File: src/rtl/cgralib_sipo_window_if.sv
// Handshake bundle for cgralib_sipo_window: pixel stream in, window stream out.
// master = producer/consumer side (testbench or surrounding fabric),
// slave  = the window register itself.
interface cgralib_sipo_window_if #(
    parameter int unsigned DATA_WIDTH = 16,
    parameter int unsigned DEPTH      = 3
);
    // pixel input side
    logic                          valid_in;
    logic                          ready_in;
    logic [DATA_WIDTH-1:0]         in_data;

    // window output side
    logic                          valid_out;
    logic                          ready_out;
    logic [DEPTH*DATA_WIDTH-1:0]   out_data;
    logic                          last_out;

    modport master (
        output valid_in,
        output in_data,
        output ready_out,
        input  ready_in,
        input  valid_out,
        input  out_data,
        input  last_out
    );

    modport slave (
        input  valid_in,
        input  in_data,
        input  ready_out,
        output ready_in,
        output valid_out,
        output out_data,
        output last_out
    );
endinterface

File: src/rtl/cgralib_sipo_window.sv
// cgralib_sipo_window: parametrised serial-in parallel-out window register.
// Accepts one pixel per handshake and presents the newest DEPTH pixels of the
// current row as parallel taps (tap 0 = newest), emitting every STRIDE-th full
// window of a row with ready/valid backpressure. History clears at row end.
// Optional build macro: CGRALIB_SIPO_PAD_EN (zero-padded "same" windows: taps
// clear at row start and the first pixel of a row already forms a window).
module cgralib_sipo_window #(
    parameter int unsigned DATA_WIDTH = 16,
    parameter int unsigned DEPTH      = 3,
    parameter int unsigned ROW_LEN    = 64,
    parameter int unsigned STRIDE     = 1
) (
    input  logic                 clk,
    input  logic                 rst_n,
    cgralib_sipo_window_if.slave bus
);

    localparam int unsigned COL_W   = (ROW_LEN > 1) ? $clog2(ROW_LEN) : 1;
    localparam int unsigned FILL_W  = $clog2(DEPTH + 1);
    localparam int unsigned PHASE_W = $clog2(STRIDE) + 1;

    localparam logic [COL_W-1:0]   COL_LAST   = COL_W'(ROW_LEN - 1);
    localparam logic [COL_W-1:0]   COL_ONE    = COL_W'(1);
    localparam logic [FILL_W-1:0]  FILL_FULL  = FILL_W'(DEPTH);
    localparam logic [FILL_W-1:0]  FILL_ONE   = FILL_W'(1);
    localparam logic [PHASE_W-1:0] PHASE_LAST = PHASE_W'(STRIDE - 1);
    localparam logic [PHASE_W-1:0] PHASE_ONE  = PHASE_W'(1);
`ifdef CGRALIB_SIPO_PAD_EN
    // Padded rows start one pixel short of full: the implicit zeros count.
    localparam logic [FILL_W-1:0]  FILL_INIT  = FILL_W'(DEPTH - 1);
`else
    localparam logic [FILL_W-1:0]  FILL_INIT  = '0;
`endif

    // Reject parameter sets that cannot produce a sensible window stream.
    generate
        if (DEPTH < 1) begin : g_bad_depth
            $error("cgralib_sipo_window: DEPTH must be >= 1");
        end
        if (STRIDE < 1) begin : g_bad_stride
            $error("cgralib_sipo_window: STRIDE must be >= 1");
        end
`ifndef CGRALIB_SIPO_PAD_EN
        if (ROW_LEN < DEPTH) begin : g_bad_row_len
            $error("cgralib_sipo_window: ROW_LEN must be >= DEPTH");
        end
`endif
    endgenerate

    logic [DATA_WIDTH-1:0]       taps    [DEPTH];
    logic [DATA_WIDTH-1:0]       shifted [DEPTH];
    logic [COL_W-1:0]            col;
    logic [FILL_W-1:0]           fill;
    logic [FILL_W-1:0]           fill_n;
    logic [PHASE_W-1:0]          phase;
    logic                        ready;
    logic                        push;
    logic                        full_n;
    logic                        row_end;
    logic                        emit;
    logic                        valid_q;
    logic                        last_q;
    logic [DEPTH*DATA_WIDTH-1:0] out_pack;

    // Handshake qualifiers and the emit decision for the current cycle.
    always_comb begin
        ready   = !valid_q || bus.ready_out;
        push    = bus.valid_in && ready;
        fill_n  = (fill == FILL_FULL) ? FILL_FULL : fill + FILL_ONE;
        full_n  = (fill_n == FILL_FULL);
        row_end = (col == COL_LAST);
        emit    = push && full_n && (phase == '0);
    end

    // Tap contents after a push: newest pixel enters at tap 0.
    always_comb begin
        shifted[0] = bus.in_data;
        for (int unsigned k = 1; k < DEPTH; k++) begin
            shifted[k] = taps[k-1];
        end
    end

    // Column, fill and stride-phase bookkeeping; all three restart at row end.
    always_ff @(posedge clk or negedge rst_n) begin
        if (!rst_n) begin
            col   <= '0;
            fill  <= FILL_INIT;
            phase <= '0;
        end else if (push) begin
            if (row_end) begin
                col   <= '0;
                fill  <= FILL_INIT;
                phase <= '0;
            end else begin
                col  <= col + COL_ONE;
                fill <= fill_n;
                if (full_n) begin
                    phase <= (phase == PHASE_LAST) ? '0 : phase + PHASE_ONE;
                end
            end
        end
    end

    // Tap shift register, advancing on every accepted pixel.
    always_ff @(posedge clk or negedge rst_n) begin
        if (!rst_n) begin
            for (int unsigned k = 0; k < DEPTH; k++) begin
                taps[k] <= '0;
            end
        end else if (push) begin
`ifdef CGRALIB_SIPO_PAD_EN
            for (int unsigned k = 0; k < DEPTH; k++) begin
                taps[k] <= row_end ? '0 : shifted[k];
            end
`else
            for (int unsigned k = 0; k < DEPTH; k++) begin
                taps[k] <= shifted[k];
            end
`endif
        end
    end

`ifdef CGRALIB_SIPO_PAD_EN
    logic [DATA_WIDTH-1:0] win_q [DEPTH];

    // Padded taps are wiped at row end, so the emitted window is captured
    // separately to keep the row's final window visible while it is pending.
    always_ff @(posedge clk or negedge rst_n) begin
        if (!rst_n) begin
            for (int unsigned k = 0; k < DEPTH; k++) begin
                win_q[k] <= '0;
            end
        end else if (emit) begin
            for (int unsigned k = 0; k < DEPTH; k++) begin
                win_q[k] <= shifted[k];
            end
        end
    end

    // Flatten the captured window onto the output bus.
    always_comb begin
        out_pack = '0;
        for (int unsigned k = 0; k < DEPTH; k++) begin
            out_pack[k*DATA_WIDTH +: DATA_WIDTH] = win_q[k];
        end
    end
`else
    // Flatten the live taps onto the output bus; they are frozen while stalled.
    always_comb begin
        out_pack = '0;
        for (int unsigned k = 0; k < DEPTH; k++) begin
            out_pack[k*DATA_WIDTH +: DATA_WIDTH] = taps[k];
        end
    end
`endif

    // Output valid/last: set by an emitting push, cleared once consumed.
    always_ff @(posedge clk or negedge rst_n) begin
        if (!rst_n) begin
            valid_q <= 1'b0;
            last_q  <= 1'b0;
        end else if (emit) begin
            valid_q <= 1'b1;
            last_q  <= row_end;
        end else if (bus.ready_out) begin
            valid_q <= 1'b0;
            last_q  <= 1'b0;
        end
    end

    assign bus.ready_in  = ready;
    assign bus.valid_out = valid_q;
    assign bus.last_out  = last_q;
    assign bus.out_data  = out_pack;

endmodule
File: src/flat_wrapper.sv
// flat-port wrapper written by rule: the top's interface ports become plain ports
module cgralib_sipo_window_flat 
#(
    parameter int unsigned DATA_WIDTH = 16,
    parameter int unsigned DEPTH      = 3,
    parameter int unsigned ROW_LEN    = 64,
    parameter int unsigned STRIDE     = 1
)
  (clk, rst_n, bus_valid_in, bus_in_data, bus_ready_out, bus_ready_in, bus_valid_out, bus_out_data, bus_last_out);
  cgralib_sipo_window_if #(.DATA_WIDTH(DATA_WIDTH), .DEPTH(DEPTH)) bus_i ();
  input  logic clk;
  input  logic rst_n;
  input wire logic [$bits(bus_i.valid_in)-1:0] bus_valid_in;
  input wire logic [$bits(bus_i.in_data)-1:0] bus_in_data;
  input wire logic [$bits(bus_i.ready_out)-1:0] bus_ready_out;
  output wire logic [$bits(bus_i.ready_in)-1:0] bus_ready_in;
  output wire logic [$bits(bus_i.valid_out)-1:0] bus_valid_out;
  output wire logic [$bits(bus_i.out_data)-1:0] bus_out_data;
  output wire logic [$bits(bus_i.last_out)-1:0] bus_last_out;
  assign bus_i.valid_in = bus_valid_in;
  assign bus_i.in_data = bus_in_data;
  assign bus_i.ready_out = bus_ready_out;
  assign bus_ready_in = bus_i.ready_in;
  assign bus_valid_out = bus_i.valid_out;
  assign bus_out_data = bus_i.out_data;
  assign bus_last_out = bus_i.last_out;
  cgralib_sipo_window #(.DATA_WIDTH(DATA_WIDTH), .DEPTH(DEPTH), .ROW_LEN(ROW_LEN), .STRIDE(STRIDE)) u_core (.clk(clk), .rst_n(rst_n), .bus(bus_i));
endmodule
File: config.mk
export PLATFORM = sky130hd
export DESIGN_NAME = cgralib_sipo_window_flat
export DESIGN_NICKNAME = d
export VERILOG_FILES = /design/src/rtl/cgralib_sipo_window_if.sv /design/src/rtl/cgralib_sipo_window.sv /design/src/flat_wrapper.sv
export SDC_FILE = /design/constraint.sdc
export NUM_CORES = 1
export LEC_CHECK = 0
export CAP_MARGIN = 10
export CORE_UTILIZATION = 42
export CTS_CLUSTER_DIAMETER = 120
export CTS_CLUSTER_SIZE = 28
export DETAILED_ROUTE_END_ITERATION = 16
export GPL_TIMING_DRIVEN = 0
export PLACE_DENSITY = 0.81
export SKIP_CTS_REPAIR_TIMING = 1
export SKIP_LAST_GASP = 1
export SLEW_MARGIN = 25
export SYNTH_ARGS = -nofsm -noshare
export SYNTH_HDL_FRONTEND = slang
export SYNTH_SLANG_ARGS = --single-unit
File: constraint.sdc
create_clock -name clk -period 1.3 [get_ports clk]
set_input_delay 0.26 -clock clk [delete_from_list [all_inputs] [get_ports clk]]
set_output_delay 0.26 -clock clk [all_outputs]
set_load 0.005 [all_outputs]
After elaboration in Yosys (flattened, before gate mapping)
Cells that the tools add are included.

storage, ports and cells
  register bits = 59
  input bits = 20
  word-level logic and storage cells = 32

operators by class
  $add $sub $neg = 3
  equal/unequal tests = 3
  multiplexer cells = 9
  bitwise gates (word level) = 1
  reduce and logical (&&, ||, !) cells = 8

operator list
  operator               number
  $add A6 B1 Y6 const B  1
  $eq A6 B6 Y1 const B   1
  $mux W1                6
  $mux W6                1
  $eq A2 B2 Y1 const B   2
  $mux W2                2
  $reduce_bool A2 Y1     2
  $logic_and A1 B1 Y1    3
  $add A2 B1 Y2 const B  1
  $reduce_and A2 Y1      1
  $add A1 B1 Y1 const B  1
  $logic_not A1 Y1       1
  $logic_or A1 B1 Y1     1
  $not A1 Y1             1

Depth between registers and ports, before layout
  word-level depth = 6
  mapped depth = 6

Worst setup path before layout
OpenSTA, ideal clock, no wires.

  path kind = reg2reg
  start = reg u_core.valid_q (netlist: u_core.bus.valid_out)
  end = reg u_core.taps (netlist bit u_core.bus.out_data[0])
  arrival = 1310 ps
  data required time = 1175 ps
  path slack = -136 ps
  stages on the path, launching flop included = 7
  path buffers = 3
  period minus slack after synthesis = 1436 ps
  cell sequence = dfrtp_1 nor2b_2 buf_6 nor2_4 buf_12 buf_8 mux2_4

on the way
  cells in the longest elaborated chain, start to end = 3

ends and longest elaborated chain
  item                             line                        text
  from (decl)                      cgralib_sipo_window.sv:61   logic valid_q;
  from (signal assigned)           cgralib_sipo_window.sv:160  valid_q <= 1'b0;
  from (signal assigned)           cgralib_sipo_window.sv:163  valid_q <= 1'b1;
  from (signal assigned)           cgralib_sipo_window.sv:166  valid_q <= 1'b0;
  $logic_not A1 Y1                 cgralib_sipo_window.sv:67   ready = !valid_q || bus.ready_out;
  $logic_or A1 B1 Y1               cgralib_sipo_window.sv:67
  $logic_and A1 B1 Y1              cgralib_sipo_window.sv:68   push = bus.valid_in && ready;
  to (signal, indexed assignment)  cgralib_sipo_window.sv:117  taps[k] <= shifted[k];
  to (decl)                        cgralib_sipo_window.sv:50   logic [DATA_WIDTH-1:0] taps [DEPTH];

No other way between the ends.
A chain may end at the register's enable or synchronous reset.

Worst setup path in the final report
  start = reg u_core.valid_q (netlist: u_core.bus.valid_out)
  end = out bus_ready_in

on the way
  cells in the longest elaborated chain, start to end = 2

ends and longest elaborated chain
  item                line                       text
  $logic_not A1 Y1    cgralib_sipo_window.sv:67
  $logic_or A1 B1 Y1  cgralib_sipo_window.sv:67
  to (decl)           flat_wrapper.sv:16         output wire logic [$bits(bus_i.ready_in)-1:0] bus_ready_in;

No other way between the ends.

==> flow_metrics.py <==
metrics = {
    "yosys": {
        "ys_seq_elements": 58,
        "synth_fp_nets": 172,
        "ys_warn_count": 0,
        "synth_cell_type_count": 30,
        "synth.cell_area_um2": 2440,
        "avgSynthCellArea_um2": 16.1,
        "netlist_instances": 151,
        "synth_seq_area_share_pct": 59.5,
    },
    "worst_setup_path": {
        "timing.critical_path.max_delay_family": "flip-flops",
        "cp_max_fo": 8,
        "cp.arrival_ps": 1180,
        "worstSetupStartpointType": "register",
        "critical_path.slowest_cell": "dfrtp_1",
        "reg2regPathDepth": 5,
        "endpoint_kind": "primary output",
        "timing.rr.end": "u_core.bus.out_data[44]$_DFFE_PN0P_",
        "regToRegSetupSlack_ps": -130,
        "path_cells": "nor2b_4 > inv_4 > dlymetal6s2s_1",
        "cp.buffers_inverters": 2,
        "reg_to_reg_start": "u_core.bus.valid_out$_DFFE_PN0P_",
        "timing.setup.critical_path_class": "register to primary output",
        "delay_of_the_slowest_cell_on_the_worst_path_ps": 340,
        "critical_path_required_ps": 1040,
    },
    "floorplanning": {
        "floorplan.die_area_um2": 6120,
        "top_level_pins": 71,
        "floorplan.initialDensity_pct": 44.0,
        "coreArea_um2": 5540,
        "std_cell_rows": 27,
        "dieWidth_um": 78.2,
        "floorplan.die.height_um": 78.2,
    },
    "detailed_routing": {
        "drtPass1Iterations": 4,
        "route.met3.wl_um": 194,
        "remaining_drc_errors": 0,
        "wl_per_cell_um": 16.2,
        "drt.antenna.violating_nets": 0,
        "maxUsedRoutingLayer": "met4",
        "detailroute.via_count": 1661,
        "detailroute.wirelength.met2_mm": 2.78,
        "avgViaCountPerCell": 4.84,
        "detail_route.iter0.violations": 57,
        "drt_wl_total_mm": 5.55,
        "routedLengthMet1_mm": 2.44,
    },
    "global_routing": {
        "antenna_found_initial": 0,
        "grt_pass1_vias": 1563,
        "grt_pass1_wl_mm": 7.62,
        "grt_start_max_net_pins": 38,
        "grtUsageTotal_pct": 16.7,
        "gr-total-overflow": 0,
    },
    "power": {
        "vdd.ir_drop.worst_mv": 0.913,
        "p_leak_uw": 0.00219,
        "powerDensity_nw_per_um2": 1670,
    },
    "min_path": {
        "worstHoldPathType": "input pin to register",
        "number_of_stages_on_the_worst_hold_path": 3,
        "min_from": "bus_valid_in",
        "timing.hold.worst_endpoint": "u_core.bus.valid_out$_DFFE_PN0P_",
    },
    "cells_and_area": {
        "most_common_library_cell_in_the_layout_ignoring_fill_and_taps": "dfrtp_1",
        "antenna-diode-count": 0,
        "post_route_cells_drive_above_1_share_pct": 42.8,
        "post-route-util_pct": 70.8,
        "post_layout_nonfiller_instances": 343,
        "syn2layout_area_growth_pct": 60.9,
        "final_nets": 287,
        "final_cell_mix": "58 x dfrtp_1, 52 x dlymetal6s2s_1, 32 x buf_4, 32 x mux2_4, 17 x mux2_2",
    },
    "sta": {
        "finalHoldViolations": 0,
        "worst_pin_slew_ps": 379,
        "fin_crit_period_ps": 1440,
        "rsz0062_at_grt": "true",
        "fmax_ghz": 0.694,
        "timing.max_slew.rel_slack_pct": 74.4,
        "setup_slack_ps": -140,
        "post_route_fraction_of_the_period_consumed_by_the_critical_path_pct": 111,
        "maxSlewViolCount": 0,
        "setup_violations": 53,
        "fin_worst_skew_ps": 6.09,
    },
    "outcome": {
        "run_status": "finished with violations",
        "violations": "negative setup slack",
    },
    "clock_network": {
        "clock_path_buffers": 2,
        "worstSkewPairLatency_ps": 330,
        "htree_num_levels": 3,
        "tritoncts_num_sinks": 58,
        "worst_setup_hold_path_clk_slew_ps": 70,
        "cts_buffers": 9,
        "clock_tree_from_tritoncts": "built",
        "cts.root.buffer_cell": "clkbuf_8",
    },
    "placement": {
        "gpl_wtd_cong": 0.831,
        "port-buffer-count": 69,
        "place_hpwl_mm": 3.17,
        "post-place-cells": 293,
    },
    "run": {
        "cap_violations": 0,
    },
}
==> per-stage QoR <==
step | hold WS [ps] | worst slack (ps) | instance area [um2] | power (uW) | TNS [ps]
CTS | -190 | -548 | 3430 | 6310 | -18190
global placement | 458 | -1820 | 3220 | 4640 | -133070
floorplan | -35.6 | -132 | 2440 | 3580 | -4360
finish | 241 | -140 | 3920 | 6560 | -4110
detailed placement | 174 | -582 | 3240 | 4720 | -28130
global route | 249 | -197 | 3920 | 6900 | -6800
==> registers in the layout, indices dropped and copies added, names as in the netlist <==
signal                flops
u_core.bus.last_out       1
u_core.bus.valid_out      1
u_core.fill               2
u_core.col                6
u_core.bus.out_data      48
==> final cells by class <==
cell class | count | area, um2
timing repair buffer | 105 | 1160
multi-input combinational | 82 | 923
clock buffer | 9 | 124
tap | 72 | 90.1
sequential | 58 | 1450
fill | 396 | 1620
buffer | 6 | 95.1
inverter | 4 | 20.0
clock inverter | 7 | 60.1
==> how the worst max path moves through the flow <==
stage / from / slack (ps) / cells after the start / end
after floorplan: u_core.bus.valid_out$_DFFE_PN0P_ / -130 / 6 / u_core.bus.out_data[0]$_DFFE_PN0P_
after global placement: rst_n / -1820 / 1 / u_core.fill[1]$_DFFE_PN0P_
after detailed placement: bus_ready_out / -580 / 7 / u_core.bus.out_data[3]$_DFFE_PN0P_
after CTS: u_core.bus.valid_out$_DFFE_PN0P_ / -550 / 4 / bus_ready_in
after global routing: u_core.bus.valid_out$_DFFE_PN0P_ / -200 / 3 / bus_ready_in
final: u_core.bus.valid_out$_DFFE_PN0P_ / -140 / 3 / bus_ready_in
==> routing by layer <==
metal	vias to the layer above	track usage [%]
met3	13	3.49
met5	-	0
met4	0	10.2
met2	45	27.0
li1	767	-
met1	836	20.5
==> power by group <==
group          switching, uW  internal (uW)  leakage (uW)
sequential               358           2320      0.000674
clock                    702            863      0.000102
combinational            717           1600       0.00142
==> worst register-to-register path: stages (launching register included) <==
cell and delay, ps:
dfrtp_1 340, nor2b_4 280, nor2_4 70, buf_12 150, clkbuf_16 160, mux2_4 300
==> kinds of logic (layout without fill, tap and decap cells) <==
| family | count (synthesis) | in the layout | synth area share, % |
|---|---|---|---|
| AO/OA/AOI/OAI | 13 | 13 | 3.69 |
| XOR/XNOR | 2 | 2 | 0.718 |
| adder cells (fa/ha/maj) | 1 | 1 | 0.513 |
| buffers and inverters | 11 | 131 | 4.93 |
| flip-flops | 58 | 58 | 59.5 |
| multiplexers | 49 | 49 | 26.8 |
| AND/OR/NAND/NOR | 17 | 17 | 3.85 |
==> synthesized netlist by cell type <==
| cell type | instances | area [um2] |
|---|---|---|
| a311oi_1 | 1 | 8.76 |
| mux2_2 | 22 | 248 |
| nor2b_2 | 1 | 8.76 |
| o211ai_1 | 1 | 7.51 |
| o2111ai_1 | 1 | 8.76 |
| a21oi_1 | 2 | 10.0 |
| xor2_1 | 2 | 17.5 |
| nand3_1 | 2 | 10.0 |
| clkinv_2 | 1 | 5.00 |
| buf_8 | 1 | 15.0 |
| buf_12 | 3 | 60.1 |
| mux2_4 | 27 | 405 |
| nor2_4 | 1 | 11.3 |
| nor3_1 | 1 | 5.00 |
| o41ai_1 | 2 | 17.5 |
| dfrtp_1 | 58 | 1450 |
| buf_4 | 2 | 15.0 |
| a31oi_1 | 1 | 6.26 |
| nor2b_1 | 1 | 6.26 |
| buf_6 | 1 | 11.3 |
| nand2_1 | 7 | 26.3 |
| or4_1 | 1 | 7.51 |
| nor2_1 | 2 | 7.51 |
| ha_1 | 1 | 12.5 |
| o31ai_1 | 1 | 7.51 |
| inv_4 | 1 | 6.26 |
| nand2_4 | 1 | 11.3 |
| o21ai_0 | 3 | 15.0 |
| a31o_2 | 1 | 8.76 |
| inv_1 | 2 | 7.51 |
Note: power is estimated with default switching activity, not from simulation.
